**config.mk**
```make
export PLATFORM = sky130hd
export DESIGN_NAME = pic_bus_interface
export DESIGN_NICKNAME = d
export VERILOG_FILES = /design/src/rtl/pic_pkg.sv /design/src/rtl/pic_strobe_edge.sv /design/src/rtl/pic_bus_interface.sv
export SDC_FILE = /design/constraint.sdc
export NUM_CORES = 1
export LEC_CHECK = 0
export CAP_MARGIN = 10
export CORE_MARGIN = 2
export CORE_UTILIZATION = 37
export DETAILED_ROUTE_END_ITERATION = 16
export PLACE_DENSITY = 0.78
export SYNTH_ARGS = -nofsm -noshare
export SYNTH_HDL_FRONTEND = slang
export SYNTH_SLANG_ARGS = --single-unit
export TNS_END_PERCENT = 30
```
**constraint.sdc**
```tcl
create_clock -name clk -period 1.85 [get_ports clk]
set_input_delay 0.185 -clock clk [delete_from_list [all_inputs] [get_ports clk]]
set_output_delay 0.185 -clock clk [all_outputs]
set_load 0.05 [all_outputs]
```
**src/rtl/pic_pkg.sv**
```systemverilog
// Shared constants for the PIC bus interface: INTA sequencer encoding,
// default CALL opcode and INTA pulse index values.
package pic_pkg;

   typedef enum logic [1:0] {
      INTA_IDLE = 2'd0,
      INTA_P1   = 2'd1,
      INTA_P2   = 2'd2,
      INTA_P3   = 2'd3
   } inta_state_t;

   localparam logic [7:0] CALL_OPCODE_DEFAULT = 8'hCD;

   localparam logic [1:0] INTA_IDX_NONE = 2'd0;
   localparam logic [1:0] INTA_IDX_1    = 2'd1;
   localparam logic [1:0] INTA_IDX_2    = 2'd2;
   localparam logic [1:0] INTA_IDX_3    = 2'd3;

endpackage

```
**src/rtl/pic_strobe_edge.sv**
```systemverilog
// Registers one active-low bus strobe and flags its falling and rising edges.
module pic_strobe_edge (
   input  logic clk,
   input  logic rst_n,
   input  logic strobe_n,
   output logic fall,
   output logic rise
);

   logic strobe_q;

   always_ff @(posedge clk) begin
      if (!rst_n) strobe_q <= 1'b1;
      else        strobe_q <= strobe_n;
   end

   assign fall = strobe_q & ~strobe_n;
   assign rise = ~strobe_q & strobe_n;

endmodule

```
**src/rtl/pic_bus_interface.sv**
```systemverilog
// 8259-style PIC bus interface: register reads/writes and the INTA vector sequence.
// Optional poll command support is enabled with `define PIC_POLL_EN.
//
// state     | meaning
// INTA_IDLE | no acknowledge in progress, bus reads/writes allowed
// INTA_P1   | first INTA pulse seen (8080: CALL opcode, 8086: no drive)
// INTA_P2   | second pulse, vector_lo; 8086 sequence ends on its rising edge
// INTA_P3   | third pulse (8080 only), vector_hi; sequence ends on its rising edge
module pic_bus_interface
   import pic_pkg::*;
#(
   parameter int         DATA_WIDTH  = 8,
   parameter logic [7:0] CALL_OPCODE = CALL_OPCODE_DEFAULT
) (
   input  logic                  clk,
   input  logic                  rst_n,
   input  logic                  cs_n,
   input  logic                  rd_n,
   input  logic                  wr_n,
   input  logic                  a0,
   input  logic                  inta_n,
   input  logic [DATA_WIDTH-1:0] data_in,
   output logic [DATA_WIDTH-1:0] data_out,
   output logic                  data_oe,
   output logic                  buf_en_n,
   output logic                  wr_pulse,
   output logic                  wr_a0,
   output logic [DATA_WIDTH-1:0] wr_data,
   input  logic [DATA_WIDTH-1:0] imr,
   input  logic [DATA_WIDTH-1:0] irr,
   input  logic [DATA_WIDTH-1:0] isr,
   input  logic                  read_reg_en,
   input  logic                  read_isr_sel,
   input  logic                  mode_8086,
   input  logic                  vector_drive,
   input  logic [DATA_WIDTH-1:0] vector_lo,
   input  logic [DATA_WIDTH-1:0] vector_hi,
   output logic                  inta_edge,
   output logic [1:0]            inta_index,
   output logic                  inta_done,
   input  logic                  poll_cmd,
   input  logic [DATA_WIDTH-1:0] poll_word,
   output logic                  poll_ack
);

   logic rd_fall, rd_rise, wr_fall, wr_rise, inta_fall, inta_rise;
   logic cs_q, mode_q, mode_eff, poll_pend, done_next;
   inta_state_t state, state_next;
   logic [1:0] index_next;
   logic vec_valid, drive_vec, read_active, read_valid;
   logic [DATA_WIDTH-1:0] vec_byte, read_byte;

   pic_strobe_edge u_rd_edge   (.clk(clk), .rst_n(rst_n), .strobe_n(rd_n),   .fall(rd_fall),   .rise(rd_rise));
   pic_strobe_edge u_wr_edge   (.clk(clk), .rst_n(rst_n), .strobe_n(wr_n),   .fall(wr_fall),   .rise(wr_rise));
   pic_strobe_edge u_inta_edge (.clk(clk), .rst_n(rst_n), .strobe_n(inta_n), .fall(inta_fall), .rise(inta_rise));

   logic unused_edges;
   assign unused_edges = rd_fall ^ wr_fall;

   // The mode used for P1 is the live input on entry, then the latched copy.
   assign mode_eff = (state == INTA_IDLE) ? mode_8086 : mode_q;

   always_comb begin
      state_next = state;
      done_next  = 1'b0;
      case (state)
         INTA_IDLE: if (inta_fall) state_next = INTA_P1;
         INTA_P1:   if (inta_fall) state_next = INTA_P2;
         INTA_P2: begin
            if (inta_fall && !mode_q) begin
               state_next = INTA_P3;
            end else if (inta_rise && mode_q) begin
               state_next = INTA_IDLE;
               done_next  = 1'b1;
            end
         end
         INTA_P3: begin
            if (inta_rise) begin
               state_next = INTA_IDLE;
               done_next  = 1'b1;
            end
         end
         default: state_next = INTA_IDLE;
      endcase
   end

   always_comb begin
      index_next = INTA_IDX_NONE;
      vec_valid  = 1'b0;
      vec_byte   = '0;
      case (state_next)
         INTA_P1: begin
            index_next = INTA_IDX_1;
            vec_valid  = !mode_eff;
            vec_byte   = DATA_WIDTH'(CALL_OPCODE);
         end
         INTA_P2: begin
            index_next = INTA_IDX_2;
            vec_valid  = 1'b1;
            vec_byte   = vector_lo;
         end
         INTA_P3: begin
            index_next = INTA_IDX_3;
            vec_valid  = 1'b1;
            vec_byte   = vector_hi;
         end
         default: ;
      endcase
   end

   assign drive_vec = ~inta_n & vector_drive & vec_valid;

   // A low inta_n in IDLE is the start of an acknowledge, so it blocks reads too.
   assign read_active = ~cs_n & ~rd_n & inta_n & (state == INTA_IDLE);

   always_comb begin
      read_valid = 1'b1;
      read_byte  = '0;
      if (poll_pend)        read_byte = poll_word;
      else if (a0)          read_byte = imr;
      else if (read_reg_en) read_byte = read_isr_sel ? isr : irr;
      else                  read_valid = 1'b0;
   end

   always_ff @(posedge clk) begin
      if (!rst_n) begin
         state      <= INTA_IDLE;
         mode_q     <= 1'b0;
         cs_q       <= 1'b1;
         data_out   <= '0;
         data_oe    <= 1'b0;
         wr_pulse   <= 1'b0;
         wr_a0      <= 1'b0;
         wr_data    <= '0;
         inta_edge  <= 1'b0;
         inta_index <= INTA_IDX_NONE;
         inta_done  <= 1'b0;
      end else begin
         state     <= state_next;
         cs_q      <= cs_n;
         inta_edge <= inta_fall;
         inta_done <= done_next;
         if (state == INTA_IDLE && inta_fall) mode_q <= mode_8086;
         if (inta_fall) inta_index <= index_next;
         if (!cs_n && !wr_n) begin
            wr_a0   <= a0;
            wr_data <= data_in;
         end
         wr_pulse <= wr_rise & ~cs_q & (state == INTA_IDLE);
         if (drive_vec) begin
            data_out <= vec_byte;
            data_oe  <= 1'b1;
         end else if (read_active && read_valid) begin
            data_out <= read_byte;
            data_oe  <= 1'b1;
         end else begin
            data_oe  <= 1'b0;
         end
      end
   end

   assign buf_en_n = ~data_oe;

`ifdef PIC_POLL_EN
   logic poll_hit;
   assign poll_hit = rd_rise & poll_pend & ~cs_q & (state == INTA_IDLE);

   // A poll command landing on the acknowledging edge re-arms the flag.
   always_ff @(posedge clk) begin
      if (!rst_n) begin
         poll_pend <= 1'b0;
         poll_ack  <= 1'b0;
      end else begin
         poll_pend <= poll_cmd | (poll_pend & ~poll_hit);
         poll_ack  <= poll_hit;
      end
   end
`else
   logic unused_poll;
   assign unused_poll = poll_cmd ^ rd_rise;
   assign poll_pend   = 1'b0;
   assign poll_ack    = 1'b0;
`endif

endmodule

```
==> metrics.csv <==
metric,value,unit
status,"finished, final reports clean",
vias,1621,
hold_class,in -> reg,
pwr_density_cell,701,nW/um^2
start_util,37.7,%
wire_per_inst,14.1,um
die_height,67.4,um
pin_count,93,
whs,0.366,ns
synth_top_family_by_area,compound AO/OA/AOI/OAI gates,
grt-ovfl-total,0,
cts_setup_buffers,0,
synth_nets,239,
grt_pass1_wl,7310,um
synthArstFlopShare,0,%
yosys_warnings,0,
yosys.area_share.simple,18.8,%
layout-area-overhead-vs-synth,71.1,%
synthXorXnorAreaFrac,0.590,%
diodes,0,
nets,334,
r2r_slack,0.15,ns
post_cts_resize_count,0,
clockBufferDepth,2,
fp-row-count,23,
rsz0062_at_grt,false,
grt_pass1_vias,1572,
ys_types,35,
min_from,inta_n,
hold_viol_final,0,
hold_end,u_inta_edge.strobe_q$_SDFF_PN1_,
clock-sinks,29,
drtIter0Drc,118,
syn_area,1490,um^2
antenna_found_initial,0,
wl,4440,um
drv_cap,0,
dr.pass1.iters,6,
cts_root_buffer,clkbuf_8,
holdBufCountCts,0,
pre_cts_ws,-0.258,ns
fin_skew,0.00620,ns
yosys.area.top_type,dfxtp_1,
cpPeakStageDelay,0.36,ns
vias_per_cell,5.13,
whs_path_depth,2,
p_leak,0.00101,uW
end_kind,register,
worstMarginPinSlew,0.599,ns
grt_start_max_net_pins,14,
fin_util,64.5,%
peakVddDrop,299,uV
cts_buffers,5,
cp-start-kind,register,
setup_ws,0.149,ns
synthMuxAreaShare,10.1,%
r2r_start,state[0]$_SDFF_PN0_,
cts_tree,done,
yosysTopAreaCellShare,39.1,%
min_period,1.70,ns
core,3940,um^2
gp_congestion,0.772,
synth-seq-cells,29,
avgSynthCellArea,8.69,um^2
fin_cells,316,
crit_slowest_cell,dfxtp_2,
clk_pin_slew_worst_paths,0.06,ns
synth-seq-area-share,39.1,%
reg2reg_to,data_out[2]$_SDFFE_PN0P_,
synth-edff-count,0,
htreeDepth,2,
hpwl,3450,um
synthCells,171,
arrival,1.88,ns
relSlewSlack,59.9,%
r2r_cells,5,
critical_path_class,reg -> reg,
synthAdderAreaFrac,0,%
drive_above_1_share,13.5,%
ant_nets,0,
crit_chain,buf_4 -> nor4_4 -> o211ai_2 -> mux2i_1 -> a211oi_1,
setup_viol,0,
die_w,67.4,um
grt_usage,21.4,%
clock_latency,0.28,ns
dieArea,4540,um^2
period_share,91.9,%
synth-compound-area-share,25.7,%
max_freq,588,MHz
io_buffers,82,
critPathRequiredTime,2.03,ns
p_total,1780,uW
crit_path_start,state[0]$_SDFF_PN0_,
drv_slew,0,
critPathMaxFanout,10,
netlist_top_cells_area,"dfxtp_1 (39%), mux2i_1 (10%), o21ai_0 (5.7%)",
synth_flop_cell,dfxtp_1,
place_inst,309,
drcViolationCount,0,
[sequential cells by signal, summed over array words and instances, names as in the netlist]
signal / cells
data_out: 8
wr_data: 8
inta_index: 2
state: 2
cs_q: 1
data_oe: 1
inta_done: 1
inta_edge: 1
mode_q: 1
u_inta_edge.strobe_q: 1
u_wr_edge.strobe_q: 1
wr_a0: 1
wr_pulse: 1
[kinds of logic (layout without fill, tap and decap cells)]
group / after synthesis / after routing
simple gates: 52 / 52
xor+xnor: 1 / 1
other cells: 1 / 1
flops: 29 / 29
mux: 15 / 15
compound gates: 58 / 58
buf+inv: 15 / 110
[report_power, final]
| part | switching, uW | total [uW] | internal, uW |
|---|---|---|---|
| Combinational | 292 | 574 | 281 |
| Clock | 213 | 507 | 294 |
| Sequential | 29.7 | 700 | 670 |
[how the worst max path moves through the flow]
| stage | depth (start not counted) | endpoint | slack [ns] |
|---|---|---|---|
| floorplan | 5 | data_out[3]$_SDFFE_PN0P_ | 0.28 |
| global placement | 6 | data_out[6]$_SDFFE_PN0P_ | -0.18 |
| detailed placement | 6 | data_out[3]$_SDFFE_PN0P_ | -0.26 |
| CTS | 6 | data_out[3]$_SDFFE_PN0P_ | 0.05 |
| global route | 5 | data_out[6]$_SDFFE_PN0P_ | 0.002 |
| finish | 5 | data_out[2]$_SDFFE_PN0P_ | 0.15 |
[critical path: cells and delay by family (launching register included)]
family,cells,cell delay [ns]
buffers and inverters,1,0.16
DFF,1,0.36
and+or+nand+nor,1,0.27
AOI/OAI and AO/OA,2,0.60
muxes,1,0.21
[layer usage]
layer	track usage [%]	share of wire, %	vias to the layer above
met5	0	0	-
li1	-	-	805
met3	5.00	7.6	14
met4	8.42	2.2	0
met1	26.6	42	737
met2	35.9	48	65
[synth_stat cells (2+ instances only)]
| library cell | n |
|---|---|
| a211oi_1 | 5 |
| a21oi_1 | 16 |
| a221oi_1 | 8 |
| buf_2 | 2 |
| buf_4 | 2 |
| buf_6 | 2 |
| clkbuf_1 | 6 |
| dfxtp_1 | 29 |
| inv_1 | 3 |
| mux2i_1 | 15 |
| nand2_1 | 20 |
| nand2b_1 | 7 |
| nand2b_2 | 2 |
| nor2_1 | 9 |
| nor2b_1 | 2 |
| nor3_1 | 4 |
| o21a_1 | 3 |
| o21ai_0 | 17 |
| o32ai_1 | 3 |
[per-stage QoR]
step           area, um^2  setup TNS [ns]
6_report             2540               0
5_1_grt              2540               0
4_1_cts              2530               0
3_5_place_dp         2450           -1.83
3_3_place_gp         2450           -1.15
2_1_floorplan        1490               0
[final cells by class]
cell class	count	area (um^2)
Clock buffer	7	86.3
Fill cell	351	1400
Inverter	3	11.3
Multi-Input combinational cell	127	823
Sequential cell	29	587
Tap cell	50	62.6
Timing Repair Buffer	100	971
[layout by cell type (no fill, tap or decap), types with 3 or more instances in the layout]
cell,count
a211oi_1,5
a21oi_1,16
a221oi_1,8
buf_4,17
clkbuf_8,6
clkdlybuf4s50_1,81
dfxtp_1,26
inv_1,3
mux2i_1,15
nand2_1,20
nand2b_1,7
nor2_1,9
nor3_1,4
o21a_1,3
o21ai_0,17
o32ai_1,3
(Power assumes the default switching activity.)
